===== src/rtl/mips_ctrl_pkg.sv =====
// Shared definitions for the multicycle MIPS controller: FSM state codes,
// opcode/funct constants, ALU operation codes and the held control word.
package mips_ctrl_pkg;

    typedef enum logic [2:0] {
        ST_FETCH  = 3'd0,
        ST_DECODE = 3'd1,
        ST_EXEC   = 3'd2,
        ST_MEM    = 3'd3,
        ST_WB     = 3'd4,
        ST_TRAP   = 3'd5
    } state_e;

    typedef enum logic [2:0] {
        IC_RTYPE   = 3'd0,
        IC_LW      = 3'd1,
        IC_SW      = 3'd2,
        IC_BEQ     = 3'd3,
        IC_ADDI    = 3'd4,
        IC_ILLEGAL = 3'd5
    } iclass_e;

    localparam logic [5:0] OP_RTYPE = 6'h00;
    localparam logic [5:0] OP_LW    = 6'h23;
    localparam logic [5:0] OP_SW    = 6'h2B;
    localparam logic [5:0] OP_BEQ   = 6'h04;
    localparam logic [5:0] OP_ADDI  = 6'h08;

    localparam logic [5:0] FN_ADD = 6'h20;
    localparam logic [5:0] FN_SUB = 6'h22;
    localparam logic [5:0] FN_AND = 6'h24;
    localparam logic [5:0] FN_OR  = 6'h25;
    localparam logic [5:0] FN_SLT = 6'h2A;

    // ALUControl: bit 2 = M (invert B / subtract), bits 1:0 = S (result select)
    localparam logic [2:0] ALU_AND = 3'b000;
    localparam logic [2:0] ALU_OR  = 3'b001;
    localparam logic [2:0] ALU_ADD = 3'b010;
    localparam logic [2:0] ALU_SUB = 3'b110;
    localparam logic [2:0] ALU_SLT = 3'b111;

    typedef struct packed {
        iclass_e    iclass;
        logic       reg_dst;
        logic       alu_src;
        logic       mem_to_reg;
        logic [2:0] alu_ctrl;
    } ctrl_t;

    localparam int CTRL_W = $bits(ctrl_t);

endpackage


===== src/rtl/mips_main_decoder.sv =====
// Combinational instruction classifier: turns opcode/funct into a legality
// flag and the control word the FSM latches when leaving DECODE.
module mips_main_decoder
    import mips_ctrl_pkg::*;
(
    input  logic [5:0]        opcode_i,
    input  logic [5:0]        funct_i,
    output logic              legal_o,
    output logic [CTRL_W-1:0] ctrl_o
);

    ctrl_t ctrl;

    always_comb begin
        ctrl        = '0;
        ctrl.iclass = IC_ILLEGAL;
        legal_o     = 1'b0;
        case (opcode_i)
            OP_RTYPE: begin
                legal_o      = 1'b1;
                ctrl.iclass  = IC_RTYPE;
                ctrl.reg_dst = 1'b1;
                case (funct_i)
                    FN_ADD:  ctrl.alu_ctrl = ALU_ADD;
                    FN_SUB:  ctrl.alu_ctrl = ALU_SUB;
                    FN_AND:  ctrl.alu_ctrl = ALU_AND;
                    FN_OR:   ctrl.alu_ctrl = ALU_OR;
                    FN_SLT:  ctrl.alu_ctrl = ALU_SLT;
                    default: begin
                        // Unknown funct under op 0 traps like any bad opcode
                        legal_o      = 1'b0;
                        ctrl.iclass  = IC_ILLEGAL;
                        ctrl.reg_dst = 1'b0;
                    end
                endcase
            end
            OP_LW: begin
                legal_o         = 1'b1;
                ctrl.iclass     = IC_LW;
                ctrl.alu_src    = 1'b1;
                ctrl.mem_to_reg = 1'b1;
                ctrl.alu_ctrl   = ALU_ADD;
            end
            OP_SW: begin
                legal_o       = 1'b1;
                ctrl.iclass   = IC_SW;
                ctrl.alu_src  = 1'b1;
                ctrl.alu_ctrl = ALU_ADD;
            end
            OP_BEQ: begin
                legal_o       = 1'b1;
                ctrl.iclass   = IC_BEQ;
                ctrl.alu_ctrl = ALU_SUB;
            end
            OP_ADDI: begin
                legal_o       = 1'b1;
                ctrl.iclass   = IC_ADDI;
                ctrl.alu_src  = 1'b1;
                ctrl.alu_ctrl = ALU_ADD;
            end
            default: ;
        endcase
    end

    assign ctrl_o = ctrl;

endmodule


===== src/rtl/mips_multicycle_ctrl.sv =====
// Multicycle MIPS control FSM with held control word.
// Define MEM_WAIT_EN to stretch the MEM state until mem_ready is high.
module mips_multicycle_ctrl
    import mips_ctrl_pkg::*;
(
    input  logic       clk,
    input  logic       reset,
    input  logic       run,
    input  logic [5:0] opcode,
    input  logic [5:0] funct,
    input  logic       mem_ready,
    output logic       RegDst,
    output logic       RegWrite,
    output logic       ALUSrc,
    output logic       MemWrite,
    output logic       MemRead,
    output logic       MemtoReg,
    output logic       Branch,
    output logic [2:0] ALUControl,
    output logic       pc_en,
    output logic       ir_en,
    output logic       instr_done,
    output logic       illegal,
    output logic [2:0] state
);

    state_e            state_q, state_d;
    ctrl_t             ctrl_q, ctrl_d;
    ctrl_t             dec_ctrl;
    logic [CTRL_W-1:0] dec_ctrl_w;
    logic              dec_legal;
    logic              mem_done;

    mips_main_decoder u_decoder (
        .opcode_i (opcode),
        .funct_i  (funct),
        .legal_o  (dec_legal),
        .ctrl_o   (dec_ctrl_w)
    );

    assign dec_ctrl = ctrl_t'(dec_ctrl_w);

`ifdef MEM_WAIT_EN
    assign mem_done = mem_ready;
`else
    logic unused_mem_ready;
    assign unused_mem_ready = mem_ready;
    assign mem_done         = 1'b1;
`endif

    always_ff @(posedge clk) begin
        if (reset) begin
            state_q <= ST_FETCH;
            ctrl_q  <= '0;
        end else begin
            state_q <= state_d;
            ctrl_q  <= ctrl_d;
        end
    end

    always_comb begin
        state_d    = state_q;
        ctrl_d     = ctrl_q;
        RegDst     = 1'b0;
        RegWrite   = 1'b0;
        ALUSrc     = 1'b0;
        MemWrite   = 1'b0;
        MemRead    = 1'b0;
        MemtoReg   = 1'b0;
        Branch     = 1'b0;
        ALUControl = 3'b000;
        pc_en      = 1'b0;
        ir_en      = 1'b0;
        instr_done = 1'b0;
        illegal    = 1'b0;

        // Held datapath controls are visible only while the instruction executes
        if (state_q == ST_EXEC || state_q == ST_MEM || state_q == ST_WB) begin
            RegDst     = ctrl_q.reg_dst;
            ALUSrc     = ctrl_q.alu_src;
            MemtoReg   = ctrl_q.mem_to_reg;
            ALUControl = ctrl_q.alu_ctrl;
        end

        case (state_q)
            ST_FETCH: begin
                if (run) begin
                    ir_en   = 1'b1;
                    state_d = ST_DECODE;
                end
            end
            ST_DECODE: begin
                if (dec_legal) begin
                    ctrl_d  = dec_ctrl;
                    state_d = ST_EXEC;
                end else begin
                    state_d = ST_TRAP;
                end
            end
            ST_EXEC: begin
                case (ctrl_q.iclass)
                    IC_BEQ: begin
                        Branch     = 1'b1;
                        pc_en      = 1'b1;
                        instr_done = 1'b1;
                        state_d    = ST_FETCH;
                    end
                    IC_LW, IC_SW: state_d = ST_MEM;
                    default:      state_d = ST_WB;
                endcase
            end
            ST_MEM: begin
                MemWrite = (ctrl_q.iclass == IC_SW);
                MemRead  = (ctrl_q.iclass == IC_LW);
                if (mem_done) begin
                    if (ctrl_q.iclass == IC_LW) begin
                        state_d = ST_WB;
                    end else begin
                        pc_en      = 1'b1;
                        instr_done = 1'b1;
                        state_d    = ST_FETCH;
                    end
                end
            end
            ST_WB: begin
                RegWrite   = 1'b1;
                MemRead    = (ctrl_q.iclass == IC_LW);
                pc_en      = 1'b1;
                instr_done = 1'b1;
                state_d    = ST_FETCH;
            end
            ST_TRAP: begin
                illegal    = 1'b1;
                pc_en      = 1'b1;
                instr_done = 1'b1;
                state_d    = ST_FETCH;
            end
            default: state_d = ST_FETCH;
        endcase

        // Reset silences every strobe in the same cycle so an abandoned
        // instruction can never write a register, memory or the PC.
        if (reset) begin
            RegDst     = 1'b0;
            RegWrite   = 1'b0;
            ALUSrc     = 1'b0;
            MemWrite   = 1'b0;
            MemRead    = 1'b0;
            MemtoReg   = 1'b0;
            Branch     = 1'b0;
            ALUControl = 3'b000;
            pc_en      = 1'b0;
            ir_en      = 1'b0;
            instr_done = 1'b0;
            illegal    = 1'b0;
        end
    end

    assign state = state_q;

endmodule


===== config.mk =====
export PLATFORM = sky130hd
export DESIGN_NAME = mips_multicycle_ctrl
export DESIGN_NICKNAME = d
export VERILOG_FILES = /design/src/rtl/mips_ctrl_pkg.sv /design/src/rtl/mips_main_decoder.sv /design/src/rtl/mips_multicycle_ctrl.sv
export SDC_FILE = /design/constraint.sdc
export NUM_CORES = 1
export LEC_CHECK = 0
export BUFFER_PORTS_ARGS = -buffer_cell sky130_fd_sc_hd__buf_4
export CORE_UTILIZATION = 48
export DETAILED_ROUTE_END_ITERATION = 10
export HOLD_SLACK_MARGIN = 0.06
export MAX_ROUTING_LAYER = met4
export PLACE_DENSITY = 0.86
export SYNTH_ARGS = -nofsm -noshare
export SYNTH_HDL_FRONTEND = slang
export SYNTH_SLANG_ARGS = --single-unit

===== constraint.sdc =====
create_clock -name clk -period 2.04 [get_ports clk]
set_input_delay 0.102 -clock clk [delete_from_list [all_inputs] [get_ports clk]]
set_output_delay 0.102 -clock clk [all_outputs]
set_load 0.01 [all_outputs]

==> results of run 1 <==
-- power by group --
part / switching, mW / internal (mW)
Clock: 0.0850 / 0.109
Sequential: 0.00465 / 0.238
Combinational: 0.0637 / 0.0571
Total: 0.153 / 0.404
-- layer usage --
metal | share of wire (%) | global-route usage [%] | vias up
li1 | - | - | 479
met1 | 42 | 29.6 | 444
met5 | 0 | - | -
met3 | 4.9 | 3.60 | 8
met2 | 50 | 46.7 | 32
met4 | 3.0 | 13.9 | 0
-- cell families (layout without fill, tap and decap cells) --
| kind of cell | count (synthesis) | after routing | share of synthesized area (%) |
|---|---|---|---|
| buffers and inverters | 9 | 40 | 4.35 |
| DFF | 12 | 12 | 26.9 |
| and+or+nand+nor | 55 | 55 | 35.1 |
| xor gates and xnor gates | 1 | 1 | 0.982 |
| AOI/OAI and AO/OA | 28 | 28 | 25.7 |
| muxes | 6 | 6 | 7.01 |
-- placed cells by master (no fill, tap or decap), drive strengths merged, types with 2 or more instances in the layout --
master	n
nor3	3
nor4bb	2
nand2	12
mux2i	4
o32ai	2
a211oi	3
nor2b	4
mux2	2
and2	6
a31oi	3
a2111oi	2
nor2	10
and3	2
o2bb2ai	2
buf	34
or4	2
nand2b	5
a32o	2
dfxtp	12
a21oi	3
clkbuf	4
or4b	2
nand3	3
a221oi	2
-- Yosys cell counts (all sizes together) --
cell type and instances:
or2 1, and3 2, clkinv 1, a21oi 3, o31ai 1, a2bb2oi 1
a2111oi 2, clkbuf 5, mux2i 4, a211oi 3, mux2 2, o21a 1
a221oi 2, inv 1, buf 2, nor4b 1, nand3 3, nor4 1
o21ai 1, nor4bb 2, a21boi 1, or3b 1, or4 2, a31oi 3
or4b 2, a32o 2, a31o 1, a211o 1, xnor2 1, o22ai 1
nor3 3, o32ai 2, a21bo 1, nand2b 5, o2bb2ai 2, dfxtp 12
nand2 12, and2 6, nor2 10, nor2b 4
-- flip-flops by register name, summed over array words and instances, names as in the netlist --
signal  cells
state       3
ctrl_q      9
-- final timing paths --
kind,to,slack (ns)
worst max-delay path,RegDst,0.22
worst min-delay path,ctrl_q[1]$_SDFFE_PP0P_,0.11
worst max register to register,ctrl_q[2]$_SDFFE_PP0P_,0.34
worst min register to register,ctrl_q[3]$_SDFFE_PP0P_,0.46
-- critical path, stage by stage (launching register included) --
cell and delay (ns):
dfxtp_1 0.32, buf_4 0.17, nor2_1 0.15, nand2_1 0.09, a21oi_1 0.40, and2_1 0.20
buf_4 0.12
-- final cells by class --
type	instances	area [sq um]
Fill cell	155	543
Sequential cell	12	240
Tap cell	25	31.3
Inverter	2	7.51
Multi-Input combinational cell	90	613
Clock buffer	4	36.3
Timing Repair Buffer	34	255
-- stage by stage --
stage | setup WS (ns) | hold WS (ns)
global placement | 0.223 | 0.400
global route | 0.000976 | 0.133
floorplan | 0.199 | 0.285
CTS | 0.156 | 0.112
detailed placement | 0.208 | 0.403
finish | 0.219 | 0.108
==> results.sh, run 1 <==
export IMPL_cts_hold_buf=0
export IMPL_viasPerCell=5.77
export IMPL_yosysSeqAreaShare_pct=26.9
export IMPL_cp_start_kind="register"
export IMPL_path_clk_slew_ns=0.08
export IMPL_die_w_microns=45.1
export IMPL_max_freq_mhz=549
export IMPL_dpl_cell_count=163
export IMPL_wl_per_cell_microns=13.7
export IMPL_power_density_nw_per_um2=471
export IMPL_clock_skew_ns=0.00910
export IMPL_drt_wl_total_microns=2290
export IMPL_grt_pass1_wl_microns=3860
export IMPL_instances_no_fill=167
export IMPL_arrival_ns=1.72
export IMPL_dpl_instance_area_sq_um=1150
export IMPL_root_buffer="clkbuf_4"
export IMPL_hp_class="in -> reg"
export IMPL_hpwl_microns=1740
export IMPL_post_cts_setup_buffer_count=0
export IMPL_grt_max_degree=15
export IMPL_layout_drive_gt1_share_pct=32.4
export IMPL_synth_cell_types=46
export IMPL_grt_pass1_vias=864
export IMPL_setup_tns_ns=0
export IMPL_slew_viol_final=0
export IMPL_clockBufferDepth=2
export IMPL_hold_viol=0
export IMPL_critical_path_class="reg -> out"
export IMPL_worstHoldStart="reset"
export IMPL_core_area_sq_um=1730
export IMPL_rr_worst_depth=4
export IMPL_cts_tree="yes"
export IMPL_status="finished, final reports clean"
export IMPL_leakagePower_nw=0.476
export IMPL_cts_repair_resized=0
export IMPL_worstSetupStartpoint="state[0]$_SDFFE_PP0P_"
export IMPL_synth_area_per_cell_sq_um=8.04
export IMPL_tightest_slew_ns=0.448
export IMPL_maxCapViolCount=0
export IMPL_final_core_util_pct=68.6
export IMPL_dieArea_sq_um=2030
export IMPL_synthesis_instances=111
export IMPL_port_buffers=31
export IMPL_grtUsageTotal_pct=26.8
export IMPL_critical_path_required_ns=1.94
export IMPL_cts_max_level=1
export IMPL_power_mw=0.557
export IMPL_rows=15
export IMPL_syn2layout_area_growth_pct=32.7
export IMPL_r2r_start="state[2]$_SDFFE_PP0P_"
export IMPL_cp_max_fo=11
export IMPL_fin_area_sq_um=1180
export IMPL_whs_path_depth=2
export IMPL_ir_drop_uv=409
export IMPL_yosysTopAreaCell="dfxtp_1"
export IMPL_drtAntennaViolNets=0
export IMPL_setup_viol=0
export IMPL_layout_nets=159
export IMPL_syn_nets=127
export IMPL_ys_ff_latch=12
export IMPL_antenna_cells=0
export IMPL_route_detailed_drc=0
export IMPL_grt_overflow_total=0
export IMPL_die_h_microns=45.1
export IMPL_vias=963
export IMPL_initial_core_util_pct=51.7
export IMPL_netlist_top_cells_area="dfxtp_1 (27%), nand2_1 (5.0%), mux2i_1 (4.5%), and2_1 (4.2%), nor2_1 (4.2%)"
export IMPL_io_pins=33
export IMPL_clock_sinks=12
export IMPL_end_kind="output pin"
export IMPL_dr_pass1_iters=4
export IMPL_synth_top_area_share_pct=26.9
export IMPL_antenna_found_initial=0
export IMPL_clk_latency_ns=0.28
export IMPL_post_route_min_period_ns=1.82
export IMPL_gp_congestion=0.867
export IMPL_ys_warn_count=0
export IMPL_max_slew_margin_rel_pct=69.9
export IMPL_fin_crit_sh_pct=89.3
export IMPL_cts_buffers=3
export IMPL_netlist_area_sq_um=892
export IMPL_rsz0062_at_grt="no"
export IMPL_drt_initial_drc_count=13
(Power assumes the default switching activity.)
==> run 2, diff against run 1 <==
--- a/config.mk
+++ b/config.mk
@@ -6,11 +6,11 @@
 export NUM_CORES = 1
 export LEC_CHECK = 0
 export BUFFER_PORTS_ARGS = -buffer_cell sky130_fd_sc_hd__buf_4
-export CORE_UTILIZATION = 48
+export CORE_UTILIZATION = 30
 export DETAILED_ROUTE_END_ITERATION = 10
 export HOLD_SLACK_MARGIN = 0.06
 export MAX_ROUTING_LAYER = met4
-export PLACE_DENSITY = 0.86
+export PLACE_DENSITY = 0.61
 export SYNTH_ARGS = -nofsm -noshare
 export SYNTH_HDL_FRONTEND = slang
 export SYNTH_SLANG_ARGS = --single-unit
==> run 2 against run 1 <==
Sequential share of layout area is 0.11 points higher. Non-clock buffer count stayed put. Power is 8.9% lower. Critical path type unchanged.
==> results.sh, run 2 (synthesis results as in run 1) <==
export IMPL_die_h_microns=56.5
export IMPL_vias=938
export IMPL_cts_hold_buf=0
export IMPL_arrival_ns=1.77
export IMPL_post_place_ws_ns=0.173
export IMPL_slew_viol_final=0
export IMPL_largest_register_ffs=9
export IMPL_layout_commonest_cell="buf_4"
export IMPL_root_buffer="clkbuf_4"
export IMPL_fin_crit_sh_pct=91.9
export IMPL_port_buffers=31
export IMPL_post_cts_setup_buffer_count=0
export IMPL_max_slew_margin_rel_pct=63.6
export IMPL_hp_class="in -> reg"
export IMPL_rr_worst_depth=4
export IMPL_route_detailed_drc=0
export IMPL_cts_repair_resized=0
export IMPL_drt_initial_drc_count=32
export IMPL_gp_congestion=0.801
export IMPL_max_freq_mhz=534
export IMPL_grtUsageTotal_pct=15.9
export IMPL_hpwl_microns=1790
export IMPL_layout_setup_ws_ns=0.166
export IMPL_power_mw=0.508
export IMPL_path_clk_slew_ns=0.08
export IMPL_r2r_start="state[2]$_SDFFE_PP0P_"
export IMPL_drtAntennaViolNets=0
export IMPL_clk_latency_ns=0.28
export IMPL_critical_path_required_ns=1.94
export IMPL_post_route_min_period_ns=1.87
export IMPL_antenna_cells=0
export IMPL_syn2layout_area_growth_pct=32.0
export IMPL_clock_sinks=12
export IMPL_core_area_sq_um=2780
export IMPL_cp_start_kind="register"
export IMPL_final_cell_mix="buf_4 (34), nand2_1 (12), dfxtp_1 (12), nor2_1 (10), and2_1 (6)"
export IMPL_status="finished, final reports clean"
export IMPL_viasPerCell=5.45
export IMPL_rows=19
export IMPL_drt_wl_total_microns=2280
export IMPL_cts_max_level=1
export IMPL_power_density_nw_per_um2=431
export IMPL_setup_viol=0
export IMPL_whs_path_depth=2
export IMPL_grt_max_degree=15
export IMPL_leakagePower_nw=0.468
export IMPL_critical_path_class="reg -> out"
export IMPL_r2r_setup_slack_ns=0.26
export IMPL_wl_per_cell_microns=13.3
export IMPL_max_flop_register="ctrl_q"
export IMPL_antenna_found_initial=0
export IMPL_hold_ws_ns=0.116
export IMPL_hold_path_end="ctrl_q[5]$_SDFFE_PP0P_"
export IMPL_hold_viol=0
export IMPL_end_kind="output pin"
export IMPL_cp_max_fo=11
export IMPL_n_fill_cell=295
export IMPL_rr_endpoint="ctrl_q[2]$_SDFFE_PP0P_"
export IMPL_layout_drive_gt1_share_pct=31.9
export IMPL_die_w_microns=56.5
export IMPL_dr_pass1_iters=4
export IMPL_grt_overflow_total=0
export IMPL_rsz0062_at_grt="no"
export IMPL_setup_tns_ns=0
export IMPL_layout_nets=159
export IMPL_dieArea_sq_um=3200
export IMPL_initial_core_util_pct=32.1
export IMPL_clockBufferDepth=2
export IMPL_io_pins=33
export IMPL_maxCapViolCount=0
export IMPL_worstHoldStart="opcode[2]"
export IMPL_grt_pass1_wl_microns=3910
export IMPL_cts_buffers=3
export IMPL_tightest_slew_ns=0.532
export IMPL_grt_pass1_vias=875
export IMPL_ir_drop_uv=293
export IMPL_cts_tree="yes"
export IMPL_clock_skew_ns=0.0142
[run 2: worst max path at each step]
stage                                from                endpoint  slack, ns  cells past startpoint
CTS                 state[0]$_SDFFE_PP0P_           ALUControl[1]       0.17                      6
global placement                opcode[5]  ctrl_q[2]$_SDFFE_PP0P_       0.22                      5
finish              state[0]$_SDFFE_PP0P_           ALUControl[1]       0.17                      6
detailed placement              opcode[5]  ctrl_q[2]$_SDFFE_PP0P_       0.17                      5
floorplan           state[1]$_SDFFE_PP0P_  ctrl_q[2]$_SDFFE_PP0P_       0.20                      6
global route        state[1]$_SDFFE_PP0P_                 MemRead       0.04                      5
[run 2: metal layers]
layer | routed length [microns] | track usage (%) | part of all wire (%)
met3 | 98 | 2.30 | 4.3
met5 | 0 | - | 0
met4 | 27 | 5.23 | 1.2
met2 | 1110 | 26.7 | 49
met1 | 1050 | 19.5 | 46
[run 2: where the power goes]
group          total [mW]  switching [mW]  internal [mW]
Combinational       0.120          0.0625         0.0571
Sequential          0.243         0.00439          0.239
Clock               0.145          0.0769         0.0683
Total               0.508           0.144          0.364
[run 2: through the flow]
stage          util [%]  instance area (sq um)  instances
6_report           42.3                   1180        172
5_1_grt            42.3                   1180        172
4_1_cts            42.3                   1180        172
3_5_place_dp       41.5                   1150        169
3_3_place_gp       41.5                   1150        169
2_1_floorplan         -                    892        111
[run 2: final cells by class]
class                   count  area [sq um]  share of cell area [%]
repair buffers             34           255                    21.7
inverters                   2          7.51                   0.638
flip-flops and latches     12           240                    20.4
clock buffers               3          22.5                    1.91
well taps                  31          38.8                    3.29
multi-input cells          90           613                    52.1
[run 2: worst max-delay path: stages, from the launching register on]
cell,delay [ns]
dfxtp_1,0.31
buf_4,0.16
nor2_1,0.16
nand2_1,0.11
a21oi_1,0.44
and2_1,0.21
buf_4,0.12
==> run 3, diff against run 2 <==
--- a/config.mk
+++ b/config.mk
@@ -11,6 +11,7 @@
 export HOLD_SLACK_MARGIN = 0.06
 export MAX_ROUTING_LAYER = met4
 export PLACE_DENSITY = 0.61
+export RECOVER_POWER = 50
 export SYNTH_ARGS = -nofsm -noshare
 export SYNTH_HDL_FRONTEND = slang
 export SYNTH_SLANG_ARGS = --single-unit
==> run 3 against run 2 <==
Global-route usage is the same. Cell area fell by 3.5%. Non-clock buffer count is the same. Final cell count did not move. Count of clock-buffer cells in the layout unchanged. Flip-flop and latch count stayed put. Largest cell class unchanged. Worst setup slack gained 0.0058 ns. Sequential power hardly changed. Register-to-register slack got worse by 0.08 ns. Die area is the same. Routed wire length shrank 0.53%.
==> results.sh, run 3 (synthesis results as in run 1) <==
export IMPL_rows=19
export IMPL_viasPerCell=5.52
export IMPL_p_comb_share_pct=22.4
export IMPL_end_kind="output pin"
export IMPL_route_detailed_drc=0
export IMPL_hold_ws_ns=0.106
export IMPL_layout_drive_gt1_share_pct=24.8
export IMPL_cp_max_fo=11
export IMPL_grtUsageTotal_pct=15.9
export IMPL_switching_power_mw=0.145
export IMPL_p_sw_share_pct=28.7
export IMPL_hold_viol=0
export IMPL_cts_buffers=3
export IMPL_dpl_cell_count=169
export IMPL_cts_hold_buf=0
export IMPL_seqPwrFrac_pct=48.2
export IMPL_path_clk_slew_ns=0.08
export IMPL_post_route_min_period_ns=1.87
export IMPL_core_area_sq_um=2780
export IMPL_max_flop_register="ctrl_q"
export IMPL_post_cts_setup_buffer_count=0
export IMPL_slew_viol_final=0
export IMPL_vias=950
export IMPL_internal_power_mw=0.359
export IMPL_grt_max_degree=15
export IMPL_cts_tree="yes"
export IMPL_root_buffer="clkbuf_4"
export IMPL_dieArea_sq_um=3200
export IMPL_antenna_cells=0
export IMPL_instances_no_fill=172
export IMPL_hpwl_microns=1790
export IMPL_clock_skew_ns=0.0161
export IMPL_arrival_ns=1.77
export IMPL_status="finished, final reports clean"
export IMPL_port_buffers=31
export IMPL_drt_wl_total_microns=2270
export IMPL_grt_overflow_total=0
export IMPL_drt_initial_drc_count=19
export IMPL_power_mw=0.504
export IMPL_cts_repair_resized=0
export IMPL_drtAntennaViolNets=0
export IMPL_grt_pass1_vias=875
export IMPL_cp_start_kind="register"
export IMPL_clkPwrFrac_pct=29.4
export IMPL_antenna_found_initial=0
export IMPL_hp_class="in -> reg"
export IMPL_largest_register_ffs=9
export IMPL_leakagePower_nw=0.434
export IMPL_die_w_microns=56.5
export IMPL_dr_pass1_iters=4
export IMPL_max_freq_mhz=535
export IMPL_power_density_nw_per_um2=443
export IMPL_layout_nets=159
export IMPL_die_h_microns=56.5
export IMPL_critical_path_required_ns=1.94
export IMPL_clockBufferDepth=2
export IMPL_ir_drop_uv=292
export IMPL_max_slew_margin_rel_pct=61.8
export IMPL_setup_viol=0
export IMPL_layout_commonest_cell="buf_4"
export IMPL_maxCapViolCount=0
export IMPL_initial_core_util_pct=32.1
export IMPL_setup_tns_ns=0
export IMPL_fin_crit_sh_pct=91.6
export IMPL_rsz0062_at_grt="no"
export IMPL_cts_max_level=1
export IMPL_tightest_slew_ns=0.558
export IMPL_grt_pass1_wl_microns=3910
export IMPL_clk_latency_ns=0.28
export IMPL_clock_sinks=12
export IMPL_io_pins=33
export IMPL_syn2layout_area_growth_pct=27.3
export IMPL_wl_per_cell_microns=13.2
export IMPL_gp_congestion=0.801
export IMPL_critical_path_class="reg -> out"
export IMPL_final_cell_mix="buf_4 (26), nand2_1 (12), dfxtp_1 (12), nor2_1 (10), clkbuf_1 (8)"
run 3: cell count changes in the layout (fill, tap and decap cells not counted), sizes merged:
cell	before	now
clkbuf	3	11
buf	34	26
run 3: final cells by class:
type	instances	area [sq um]
fill	314	1650
multi-input combinational	90	602
sequential	12	240
timing repair buffer	34	225
tap	31	38.8
clock buffer	3	22.5
inverter	2	7.51
run 3: final timing paths:
kind | start | end | cells past startpoint | slack (ns)
max | state[0]$_SDFFE_PP0P_ | ALUControl[1] | 6 | 0.17
min | reset | ctrl_q[1]$_SDFFE_PP0P_ | 2 | 0.11
max reg2reg | state[2]$_SDFFE_PP0P_ | ctrl_q[0]$_SDFFE_PP0P_ | 4 | 0.18
min reg2reg | ctrl_q[3]$_SDFFE_PP0P_ | ctrl_q[3]$_SDFFE_PP0P_ | 2 | 0.45
run 3: power by group through the flow:
stage          Combinational [mW]  Sequential [mW]  Clock [mW]
6_report                    0.113            0.243       0.148
5_1_grt                     0.124            0.243       0.158
4_1_cts                     0.120            0.243       0.148
3_5_place_dp                0.119            0.248           0
3_3_place_gp                0.116            0.248           0
2_1_floorplan              0.0637            0.249           0
run 3: layer usage:
layer	up-vias	global-route usage [%]	routed length, microns
met1	440	19.5	1020
met4	0	5.23	31
li1	476	-	-
met2	29	26.7	1120
met3	5	2.30	103
met5	-	-	0
run 3: per-stage QoR:
step	utilization [%]	setup WS (ns)	instance area (sq um)
5_1_grt	40.8	0.0385	1140
6_report	40.8	0.172	1140
2_1_floorplan	-	0.199	892
4_1_cts	42.3	0.171	1180
3_5_place_dp	41.5	0.173	1150
3_3_place_gp	41.5	0.217	1150
run 3: worst max-delay path, cell delays in order, from the launching register on:
cell and delay, ns:
dfxtp_1 0.31, buf_4 0.16, nor2_1 0.16, nand2_1 0.11
a21oi_1 0.43, and2_1 0.21, buf_4 0.12
